<file path="src/rtl/spi2dac_pkg.sv">
// Shared types and frame layout for the MCP4911 serialiser.
// The frame is {/WR, BUF, /GA, /SHDN, D9..D0, x, x}, sent MSB first.
package spi2dac_pkg;

   localparam int unsigned FRAME_W  = 16;
   localparam int unsigned WR_BIT   = 15;
   localparam int unsigned BUF_BIT  = 14;
   localparam int unsigned GA_BIT   = 13;
   localparam int unsigned SHDN_BIT = 12;
   localparam int unsigned DATA_MSB = 11;
   localparam int unsigned DATA_LSB = 2;

   typedef enum logic [1:0] {
      StIdle,
      StShift,
      StGap,
      StLatch
   } state_e;

   function automatic logic [FRAME_W-1:0] build_frame(input logic       vref_buf,
                                                      input logic       ga_n,
                                                      input logic       shdn_n,
                                                      input logic [9:0] data);
      logic [FRAME_W-1:0] f;
      f                    = '0;
      f[WR_BIT]            = 1'b0;
      f[BUF_BIT]           = vref_buf;
      f[GA_BIT]            = ga_n;
      f[SHDN_BIT]          = shdn_n;
      f[DATA_MSB:DATA_LSB] = data;
      return f;
   endfunction

endpackage

</file>
<file path="src/rtl/spi2dac_stream_phase_tick.sv">
// Phase timer: counts CLK_DIV sysclk cycles and pulses phase_end_o on the last one.
// Holding clear_i restarts the phase so the first pulse comes CLK_DIV cycles after release.
module spi_phase_tick #(
   parameter int unsigned CLK_DIV = 25
) (
   input  logic sysclk,
   input  logic rst_n,
   input  logic clear_i,
   output logic phase_end_o
);

   localparam logic [7:0] Reload = 8'(CLK_DIV - 1);

   logic [7:0] cnt_q, cnt_d;

   always_comb begin
      cnt_d = cnt_q - 8'd1;
      if (clear_i || (cnt_q == 8'd0)) begin
         cnt_d = Reload;
      end
   end

   assign phase_end_o = (cnt_q == 8'd0) && !clear_i;

   always_ff @(posedge sysclk or negedge rst_n) begin
      if (!rst_n) begin
         cnt_q <= 8'd0;
      end else begin
         cnt_q <= cnt_d;
      end
   end

endmodule

</file>
<file path="src/rtl/spi2dac_stream.sv">
// Serialises one 10-bit sample per load strobe into an MCP4911 frame, then pulses LDAC.
// Every output is a register; the phase timer paces SCK halves, the gap and the latch pulse.
module spi2dac_stream
   import spi2dac_pkg::*;
#(
   parameter int unsigned CLK_DIV    = 25,
   parameter logic        DAC_BUF    = 1'b0,
   parameter logic        DAC_GA_N   = 1'b1,
   parameter logic        DAC_SHDN_N = 1'b1
) (
   input  logic       sysclk,
   input  logic       rst_n,
   input  logic [9:0] data_in,
   input  logic       load,
   output logic       dac_cs_n,
   output logic       dac_sck,
   output logic       dac_sdi,
   output logic       dac_ld_n,
   output logic       busy,
   output logic       overrun
);

   state_e               state_q, state_d;
   logic [FRAME_W-1:0]   shreg_q, shreg_d;
   logic [3:0]           bit_q, bit_d;
   logic                 cs_n_q, cs_n_d;
   logic                 sck_q, sck_d;
   logic                 sdi_q, sdi_d;
   logic                 ld_n_q, ld_n_d;
   logic                 busy_q, busy_d;
   logic                 overrun_q, overrun_d;
   logic                 phase_end;
   logic [FRAME_W-1:0]   frame;

   assign frame = build_frame(DAC_BUF, DAC_GA_N, DAC_SHDN_N, data_in);

   spi_phase_tick #(
      .CLK_DIV(CLK_DIV)
   ) u_phase_tick (
      .sysclk     (sysclk),
      .rst_n      (rst_n),
      .clear_i    (state_q == StIdle),
      .phase_end_o(phase_end)
   );

   always_comb begin
      state_d   = state_q;
      shreg_d   = shreg_q;
      bit_d     = bit_q;
      cs_n_d    = cs_n_q;
      sck_d     = sck_q;
      sdi_d     = sdi_q;
      ld_n_d    = ld_n_q;
      busy_d    = busy_q;
      overrun_d = overrun_q | (load && (state_q != StIdle));

      unique case (state_q)
         StIdle: begin
            if (load) begin
               shreg_d = frame;
               sdi_d   = frame[WR_BIT];
               bit_d   = 4'd15;
               cs_n_d  = 1'b0;
               busy_d  = 1'b1;
               state_d = StShift;
            end
         end
         StShift: begin
            if (phase_end) begin
               if (!sck_q) begin
                  sck_d = 1'b1;
               end else if (bit_q == 4'd0) begin
                  sck_d   = 1'b0;
                  cs_n_d  = 1'b1;
                  sdi_d   = 1'b0;
                  state_d = StGap;
               end else begin
                  // Falling SCK: next bit appears here so it is stable at the next rise.
                  sck_d   = 1'b0;
                  shreg_d = {shreg_q[FRAME_W-2:0], 1'b0};
                  sdi_d   = shreg_q[FRAME_W-2];
                  bit_d   = bit_q - 4'd1;
               end
            end
         end
         StGap: begin
            if (phase_end) begin
               ld_n_d  = 1'b0;
               state_d = StLatch;
            end
         end
         StLatch: begin
            if (phase_end) begin
               ld_n_d  = 1'b1;
               busy_d  = 1'b0;
               state_d = StIdle;
            end
         end
         default: state_d = StIdle;
      endcase
   end

   always_ff @(posedge sysclk or negedge rst_n) begin
      if (!rst_n) begin
         state_q   <= StIdle;
         shreg_q   <= '0;
         bit_q     <= 4'd0;
         cs_n_q    <= 1'b1;
         sck_q     <= 1'b0;
         sdi_q     <= 1'b0;
         ld_n_q    <= 1'b1;
         busy_q    <= 1'b0;
         overrun_q <= 1'b0;
      end else begin
         state_q   <= state_d;
         shreg_q   <= shreg_d;
         bit_q     <= bit_d;
         cs_n_q    <= cs_n_d;
         sck_q     <= sck_d;
         sdi_q     <= sdi_d;
         ld_n_q    <= ld_n_d;
         busy_q    <= busy_d;
         overrun_q <= overrun_d;
      end
   end

   assign dac_cs_n = cs_n_q;
   assign dac_sck  = sck_q;
   assign dac_sdi  = sdi_q;
   assign dac_ld_n = ld_n_q;
   assign busy     = busy_q;
   assign overrun  = overrun_q;

endmodule

</file>
<file path="config.mk">
export PLATFORM = sky130hd
export DESIGN_NAME = spi2dac_stream
export DESIGN_NICKNAME = d
export VERILOG_FILES = /design/src/rtl/spi2dac_pkg.sv /design/src/rtl/spi2dac_stream_phase_tick.sv /design/src/rtl/spi2dac_stream.sv
export SDC_FILE = /design/constraint.sdc
export NUM_CORES = 1
export LEC_CHECK = 0
export BUFFER_PORTS_ARGS = -buffer_cell sky130_fd_sc_hd__buf_2
export CORE_MARGIN = 1.5
export CORE_UTILIZATION = 34
export DETAILED_ROUTE_END_ITERATION = 8
export PLACE_DENSITY = 0.52
export SLEW_MARGIN = 20
export SYNTH_ARGS = -nofsm -noshare
export SYNTH_HDL_FRONTEND = slang
export SYNTH_SLANG_ARGS = --single-unit
</file>
<file path="constraint.sdc">
create_clock -name sysclk -period 2.7 [get_ports sysclk]
set_input_delay 0.54 -clock sysclk [delete_from_list [all_inputs] [get_ports sysclk]]
set_output_delay 0.54 -clock sysclk [all_outputs]
set_load 0.005 [all_outputs]
</file>
# Yosys cells after proc, flatten, opt, wreduce, memory -nomap -nowiden

Index checks and enable logic that the tools add are counted.
Widths: inputs -> output; s select.

Flip-flop bits (word level): 35
Output and inout port bits: 6

Reductions and logical operators: 18
Equal/unequal tests: 10
Muxes and demuxes: 33
Add/sub/neg operators: 2
Bitwise gates (word level): 1

Operator list:

| operator            | number |
|---|---|
| $mux 15             | 4 |
| $pmux 15 s2         | 1 |
| $mux 4              | 4 |
| $ne 2x2->1 const B  | 7 |
| $mux 2              | 6 |
| $mux 1              | 11 |
| $reduce_and 5->1    | 2 |
| $logic_not 8->1     | 1 |
| $mux 8              | 1 |
| $pmux 1 s2          | 4 |
| $pmux 2 s4          | 1 |
| $pmux 4 s2          | 1 |
| $reduce_bool 2->1   | 4 |
| $sub 8x1->8 const B | 1 |
| $reduce_and 3->1    | 2 |
| $reduce_and 6->1    | 1 |
| $eq 2x2->1 const B  | 2 |
| $logic_not 4->1     | 1 |
| $reduce_and 4->1    | 1 |
| $sub 4x1->4 const B | 1 |
| $eq 2x1->1 const B  | 1 |
| $logic_and 1x1->1   | 2 |
| $logic_not 2->1     | 1 |
| $reduce_and 2->1    | 1 |
| 3 further kinds     | 3 |

# Depth between registers and ports, before layout

Gate-level depths: netlist of run 1.

Depth in word-level cells: 5
Depth in mapped cells: 8
Gate-level depth less buffers: 6

# Modules after synthesis

Synthesis of run 1 repeated with hierarchy kept, for this count alone.

Cells, all modules: 168
Area total of the unflattened synthesis: 1,778.0 µm²

By module, submodules not included:

| module         | cells each | times used | area an instance (µm²) |
|---|---|---|---|
| spi2dac_stream | 126        | 1          | 1,330.0 |
| spi_phase_tick | 42         | 1          | 447.9 |

# Worst setup path after synthesis of run 1

Ideal clock, no wire load.

Path kind: reg-to-reg
From: register state_q[0]
To: register state_q[1]
Slack: 0.761 ns
Data required time: 2.575 ns
Cell stages (with the launch flop): 8
Library setup time: 0.125 ns
Arrival: 1.814 ns
Path buffers: 1
Cells stage by stage: dfrtp_1 -> inv_1 -> ha_1 -> inv_1 -> and4_2 -> buf_4 -> o21ai_0 -> mux2_2

Cells in the longest elaborated chain, start to end: 5
Elaborated cells between the ends (all ways): 14

RTL lines:

| item                       | RTL line                                   | source |
|---|---|---|
| start, declared            | spi2dac_stream.sv:23                       | `state_e state_q, state_d;` |
| start signal, assigned     | spi2dac_stream.sv:105                      | `state_q <= StIdle;` |
| start signal, assigned     | spi2dac_stream.sv:115                      | `state_q <= state_d;` |
| $logic_not 2->1            | spi2dac_stream.sv:42, spi2dac_stream.sv:57 |  |
| $logic_not 1->1            | spi2dac_stream_phase_tick.sv:23            | `assign phase_end_o = (cnt_q == 8'd0) && !clear_i;` |
| $logic_and 1x1->1          | spi2dac_stream_phase_tick.sv:23            |  |
| $ne 2x2->1 (no line)       | n/a                                        |  |
| $reduce_and 6->1 (no line) | n/a                                        |  |

Parallel ways exist; a longest one is shown, timed or not.
A chain may end at the register's enable or synchronous reset.

# Final worst setup path of run 1

From: register state_q[1]
To: register shreg_q[8]

Cells in the longest elaborated chain, start to end: 5
Elaborated cells between the ends (all ways): 11

RTL lines:

| item                       | RTL line                                   | source |
|---|---|---|
| $logic_not 2->1            | spi2dac_stream.sv:42, spi2dac_stream.sv:57 |  |
| $logic_not 1->1            | spi2dac_stream_phase_tick.sv:23            |  |
| $logic_and 1x1->1          | spi2dac_stream_phase_tick.sv:23            |  |
| $ne 2x2->1 (no line)       | n/a                                        |  |
| $reduce_and 5->1 (no line) | n/a                                        |  |
| end signal, assigned       | spi2dac_stream.sv:116                      | `shreg_q <= shreg_d;` |
| end, declared              | spi2dac_stream.sv:24                       | `logic [FRAME_W-1:0] shreg_q, shreg_d;` |

Parallel ways exist; a longest one is shown, timed or not.

==> flow_summary.json, run 1 <==
{
  "status": "finished clean",
  "synthCells": 145,
  "rr_worst_depth": 8,
  "clk_pin_slew_ps": 60,
  "die_h_um": 73.95,
  "worstSetupEndpointType": "flip-flop",
  "via_per_inst": 4.945,
  "cp_data_arrival_time_ps": 2340,
  "portBuffers": 18,
  "ys_top_cells_by_area": "dfrtp_1, mux2_2, ha_1",
  "yosys_most_used_dff": "dfrtp_1",
  "setup-tns-final_ps": 0,
  "grt_max_degree": 34,
  "r2r-start": "state_q[1]",
  "cts_root_buf": "clkbuf_8",
  "max_freq_mhz": 458.3,
  "r2r_slack_ps": 520,
  "ctsResizeCount": 0,
  "routedWlPerCell_um": 13.87,
  "postRouteAntennaNets": 0,
  "syn_nets": 165,
  "synth_top_area_share_pct": 45.32,
  "drv_slew": 0,
  "ys_seq_elements": 33,
  "avgSynthCellArea_um2": 11.80,
  "cp-start-kind": "flip-flop",
  "ys_seq_area_share_pct": 48.39,
  "drive_gt1_share_pct": 33.93,
  "ctsHoldBuffers": 0,
  "start_util_pct": 35.76,
  "hold_violations": 0,
  "grt_pass1_vias": 1230,
  "crit_path_max_fanout": 14,
  "finalNetCount": 188,
  "dieArea_mm2": 0.005469,
  "yosys_warnings": 0,
  "dp_hpwl_um": 2371,
  "overflow": 0,
  "hold_path_class": "in2async",
  "cap_viol_max_count": 0,
  "clock_path_buffers": 2,
  "drc": 0,
  "grt_pass1_wl_um": 5685,
  "drt_iter0_drc": 38,
  "holdWs_ps": 324.6,
  "wl_um": 3259,
  "critPathKind": "reg2reg",
  "tritoncts": "done",
  "diodes": 0,
  "antenna_found_initial": 0,
  "async_flop_share_pct": 100.0,
  "tightest_slew_ps": 740.9,
  "routed-via-count": 1162,
  "timing.rr.end": "shreg_q[8]",
  "layout_min_cycle_time_ps": 2182,
  "htreeDepth": 2,
  "drtPass1Iterations": 4,
  "p_per_area_mw_per_mm2": 449.3,
  "post-route-period-util_pct": 80.81,
  "relSlewSlack_pct": 50.61,
  "rows": 25,
  "p_leak_nw": 0.9554,
  "place.gp.congestion": 0.7456,
  "rsz0062_at_grt": "false",
  "fin_worst_skew_ps": 2.584,
  "netlist_area_mm2": 0.001712,
  "post_cts_buffers": 0,
  "die_w_um": 73.95,
  "setup_viol": 0,
  "synth_top_area_cell": "dfrtp_1",
  "numCtsBuffers": 5,
  "coreArea_mm2": 0.004786,
  "synth-edff-count": 0,
  "required_ps": 2860,
  "clock_sinks": 33,
  "area_growth_pct": 14.47,
  "grt_usage_pct": 13.94,
  "clkLatencyLatePin_ps": 280,
  "pin_count": 19,
  "peakVddDrop_v": 0.0002380,
  "synthDistinctLibCells": 44
}
[layout make-up]
cell class | count | area, um^2
repair buffers | 20 | 105.1
well taps | 67 | 83.83
fillers | 479 | 2826
clock buffers | 7 | 86.33
flip-flops and latches | 33 | 828.3
inverters | 10 | 37.54
multi-input cells | 98 | 818.3
[how the worst max path moves through the flow]
stage | start | end | slack, ps | depth (start not counted)
finish | state_q[1] | shreg_q[8] | 520 | 8
global route | state_q[1] | shreg_q[6] | 380 | 8
CTS | state_q[1] | shreg_q[8] | 500 | 8
detailed placement | state_q[1] | shreg_q[8] | 510 | 8
global placement | state_q[0] | state_q[1] | 650 | 6
floorplan | state_q[0] | state_q[1] | 760 | 7
[power by group]
part | leakage [nW] | internal [W] | switching (W) | total, W
combinational | 0.483 | 0.00000690 | 0.0000126 | 0.0000195
clock | 0.0443 | 0.000202 | 0.000164 | 0.000366
sequential | 0.428 | 0.000495 | 0.0000000000000000000395 | 0.000495
total | 0.955 | 0.000704 | 0.000177 | 0.000880
[through the flow]
stage	instance area, um^2	cells	util (%)	setup slack, ps	power, W
global placement	1873	228	39.14	646.6	0.0005242
global route	1959	235	40.94	379.2	0.0009216
floorplan	1712	145	-	761.3	0.0005049
finish	1959	235	40.94	518.2	0.0008803
detailed placement	1873	228	39.14	511.7	0.0005244
CTS	1959	235	40.94	504.9	0.0008992
[logic make-up (layout without fill, tap and decap cells)]
kind of cell,Yosys count,in the layout,synth area share [%]
compound gates,24,24,12.36
xor+xnor,5,5,2.558
buf+inv,14,37,3.801
fa+ha+maj,7,7,5.117
flops,33,33,48.39
mux,22,22,14.25
simple gates,40,40,13.52
[layout by cell type, fill, tap and decap left out, drive strengths merged, types with 3 or more instances in the layout]
cell	instances
a22o	3
clkbuf	7
dfrtp	31
inv	10
xnor2	4
nor3	3
mux2	19
ha	7
or3	3
nor2	13
buf	20
nand2	8
mux2i	3
[cells in the mapped netlist (2+ instances only)]
cell	number
inv_1	10
dfstp_2	2
nand3_1	2
o22a_2	2
dfrtp_1	31
or3_1	2
nor3_1	3
ha_1	7
a221oi_2	2
nand2_1	8
mux2i_1	3
mux2_2	19
nor2_1	13
a21oi_1	2
xnor2_1	4
nand2b_1	2
o211a_1	2
o21ai_0	2
a32o_1	2
a22o_1	3
[layer usage]
metal	wire (um)	global-route usage (%)	part of all wire, %	up-vias
li1	-	-	-	567
met1	1454	17.41	45	568
met2	1603	22.62	49	22
met3	162	4.201	5.0	5
met4	38	5.556	1.2	0
met5	0	0	0	-
[registers in the layout (all words and copies together) (netlist names)]
register,count
u_phase_tick.cnt_q,8
dac_sck,1
state_q,2
dac_sdi,1
overrun,1
busy,1
bit_q,4
dac_cs_n,1
dac_ld_n,1
shreg_q,13
[worst max-delay path: stages, from the launching register on]
cell and delay, ps:
dfrtp_1 390, inv_1 80, ha_1 270, buf_4 230
inv_1 140, nor2_1 110, a221oi_2 260, buf_4 230
mux2_2 360
(Power assumes the default switching activity.)
==> run 2: changes to the inputs <==
- PLACE_DENSITY: 0.52 -> 0.54
- clock period: 2.7 -> 2 ns (I/O delays scaled with it)
==> flow_summary.json, run 2 (synthesis gave the netlist of run 1 again) <==
{
  "cap_viol_max_count": 0,
  "peakVddDrop_v": 0.0003277,
  "routed-via-count": 1203,
  "r2r_slack_ps": 100,
  "fin_worst_skew_ps": 6.953,
  "final_common_cell": "dfrtp_1",
  "p_leak_nw": 1.029,
  "multi_input_area_um2": 818.3,
  "grt_max_degree": 34,
  "worst-path-buf-inv": 1,
  "cpPeakStageDelay_ps": 490,
  "postRouteAntennaNets": 0,
  "numCtsBuffers": 5,
  "dp_cells": 238,
  "setup_viol": 0,
  "worstSetupEndpointType": "flip-flop",
  "critPathSlowestCell": "or3_2",
  "crit_start": "u_phase_tick.cnt_q[2]",
  "holdWs_ps": 182.5,
  "start_util_pct": 35.76,
  "routedWlPerCell_um": 12.92,
  "die_h_um": 73.95,
  "critPathTopFamily": "simple AND/OR/NAND/NOR gates",
  "cp-start-kind": "flip-flop",
  "fillers": 464,
  "layout_common_cells": "dfrtp_1, mux2_2, buf_2",
  "reg.largest.list": "shreg_q x13, u_phase_tick.cnt_q x8, bit_q x4",
  "cp_data_arrival_time_ps": 2070,
  "clkLatencyLatePin_ps": 270,
  "cp.depth": 5,
  "drt_iter0_drc": 69,
  "tightest_slew_ps": 728.6,
  "via_per_inst": 4.831,
  "rsz0062_at_grt": "false",
  "final_cells": 249,
  "final_core_util_pct": 43.74,
  "critPathKind": "reg2reg",
  "hold_path_class": "in2async",
  "diodes": 0,
  "tritoncts": "done",
  "drv_slew": 0,
  "grt_pass1_vias": 1216,
  "regMostFlops": "shreg_q",
  "grt_pass1_wl_um": 5637,
  "rr_worst_depth": 5,
  "relSlewSlack_pct": 51.42,
  "grt_usage_pct": 13.54,
  "max_freq_mhz": 525.4,
  "p_per_area_mw_per_mm2": 633.2,
  "drtPass1Iterations": 4,
  "wl_um": 3216,
  "drc": 0,
  "pin_count": 19,
  "required_ps": 2160,
  "largest_reg_flops": 13,
  "r2r-start": "u_phase_tick.cnt_q[2]",
  "cts_root_buf": "clkbuf_8",
  "clock_path_buffers": 2,
  "path_cells": "nor4_4 > nand4_4 > buf_4 > or3_2 > o22a_2",
  "portBuffers": 18,
  "layout_min_cycle_time_ps": 1903,
  "status": "finished clean",
  "clock_sinks": 33,
  "dp_hpwl_um": 2442,
  "antenna_found_initial": 0,
  "crit_path_max_fanout": 5,
  "die_w_um": 73.95,
  "finalNetCount": 201,
  "clk_pin_slew_ps": 70,
  "hold_violations": 0,
  "post-route-period-util_pct": 95.16,
  "ctsHoldBuffers": 0,
  "coreArea_mm2": 0.004786,
  "dieArea_mm2": 0.005469,
  "area_growth_pct": 22.30,
  "place.gp.congestion": 0.8243,
  "setup-tns-final_ps": 0,
  "htreeDepth": 2,
  "rows": 25,
  "regArea_um2": 830.8,
  "overflow": 0,
  "drive_gt1_share_pct": 40.66
}
run 2: cell count changes in the layout (fill, tap and decap cells not counted), sizes merged:
cell,change
bufinv,+1
buf,+13
run 2: worst register-to-register path: stages (launching register included):
cell	delay, ps
dfrtp_2	430
nor4_4	350
nand4_4	140
buf_4	170
or3_2	490
o22a_2	210
run 2: stage by stage:
step | cell area (um^2) | setup slack, ps | total power [W]
finish | 2093 | 96.85 | 0.001325
global route | 2093 | 5.506 | 0.001393
CTS | 2064 | 29.06 | 0.001349
detailed placement | 1948 | 60.33 | 0.0007079
global placement | 1948 | 93.41 | 0.0007068
floorplan | 1712 | 61.29 | 0.0006816
run 2: power breakdown:
| group | total, W | switching (W) | internal [W] |
|---|---|---|---|
| Clock | 0.000632 | 0.000226 | 0.000406 |
| Combinational | 0.0000260 | 0.0000167 | 0.00000931 |
| Sequential | 0.000668 | 0.0000000000000000000617 | 0.000668 |
run 2: worst paths after layout:
| check | to |
|---|---|
| setup / recovery | shreg_q[13] |
| hold reg to reg | u_phase_tick.cnt_q[0] |
| hold / removal | state_q[0] |
| max in group asynchronous | u_phase_tick.cnt_q[2] |
| min in group sysclk | shreg_q[2] |
| setup reg to reg | shreg_q[13] |
run 2: what timing repair did:
item                       4_1_cts  5_1_grt
buffers inserted                 0        3
resized for setup                0        4
setup endpoints to repair        0       14
run 2: per-layer routing:
layer	track usage, %	vias to the layer above	wire (um)
met5	0	-	0
met4	4.321	0	17
met3	3.930	2	112
met2	20.83	13	1559
met1	18.42	596	1527
li1	-	592	-
run 2: final cells by class:
cell class | count | share of cell area, %
Sequential cell | 33 | 39.69
Multi-Input combinational cell | 98 | 39.09
Timing Repair Buffer | 33 | 9.863
Clock buffer | 7 | 4.124
Tap cell | 67 | 4.005
Inverter | 10 | 1.793
Clock inverter | 1 | 1.435
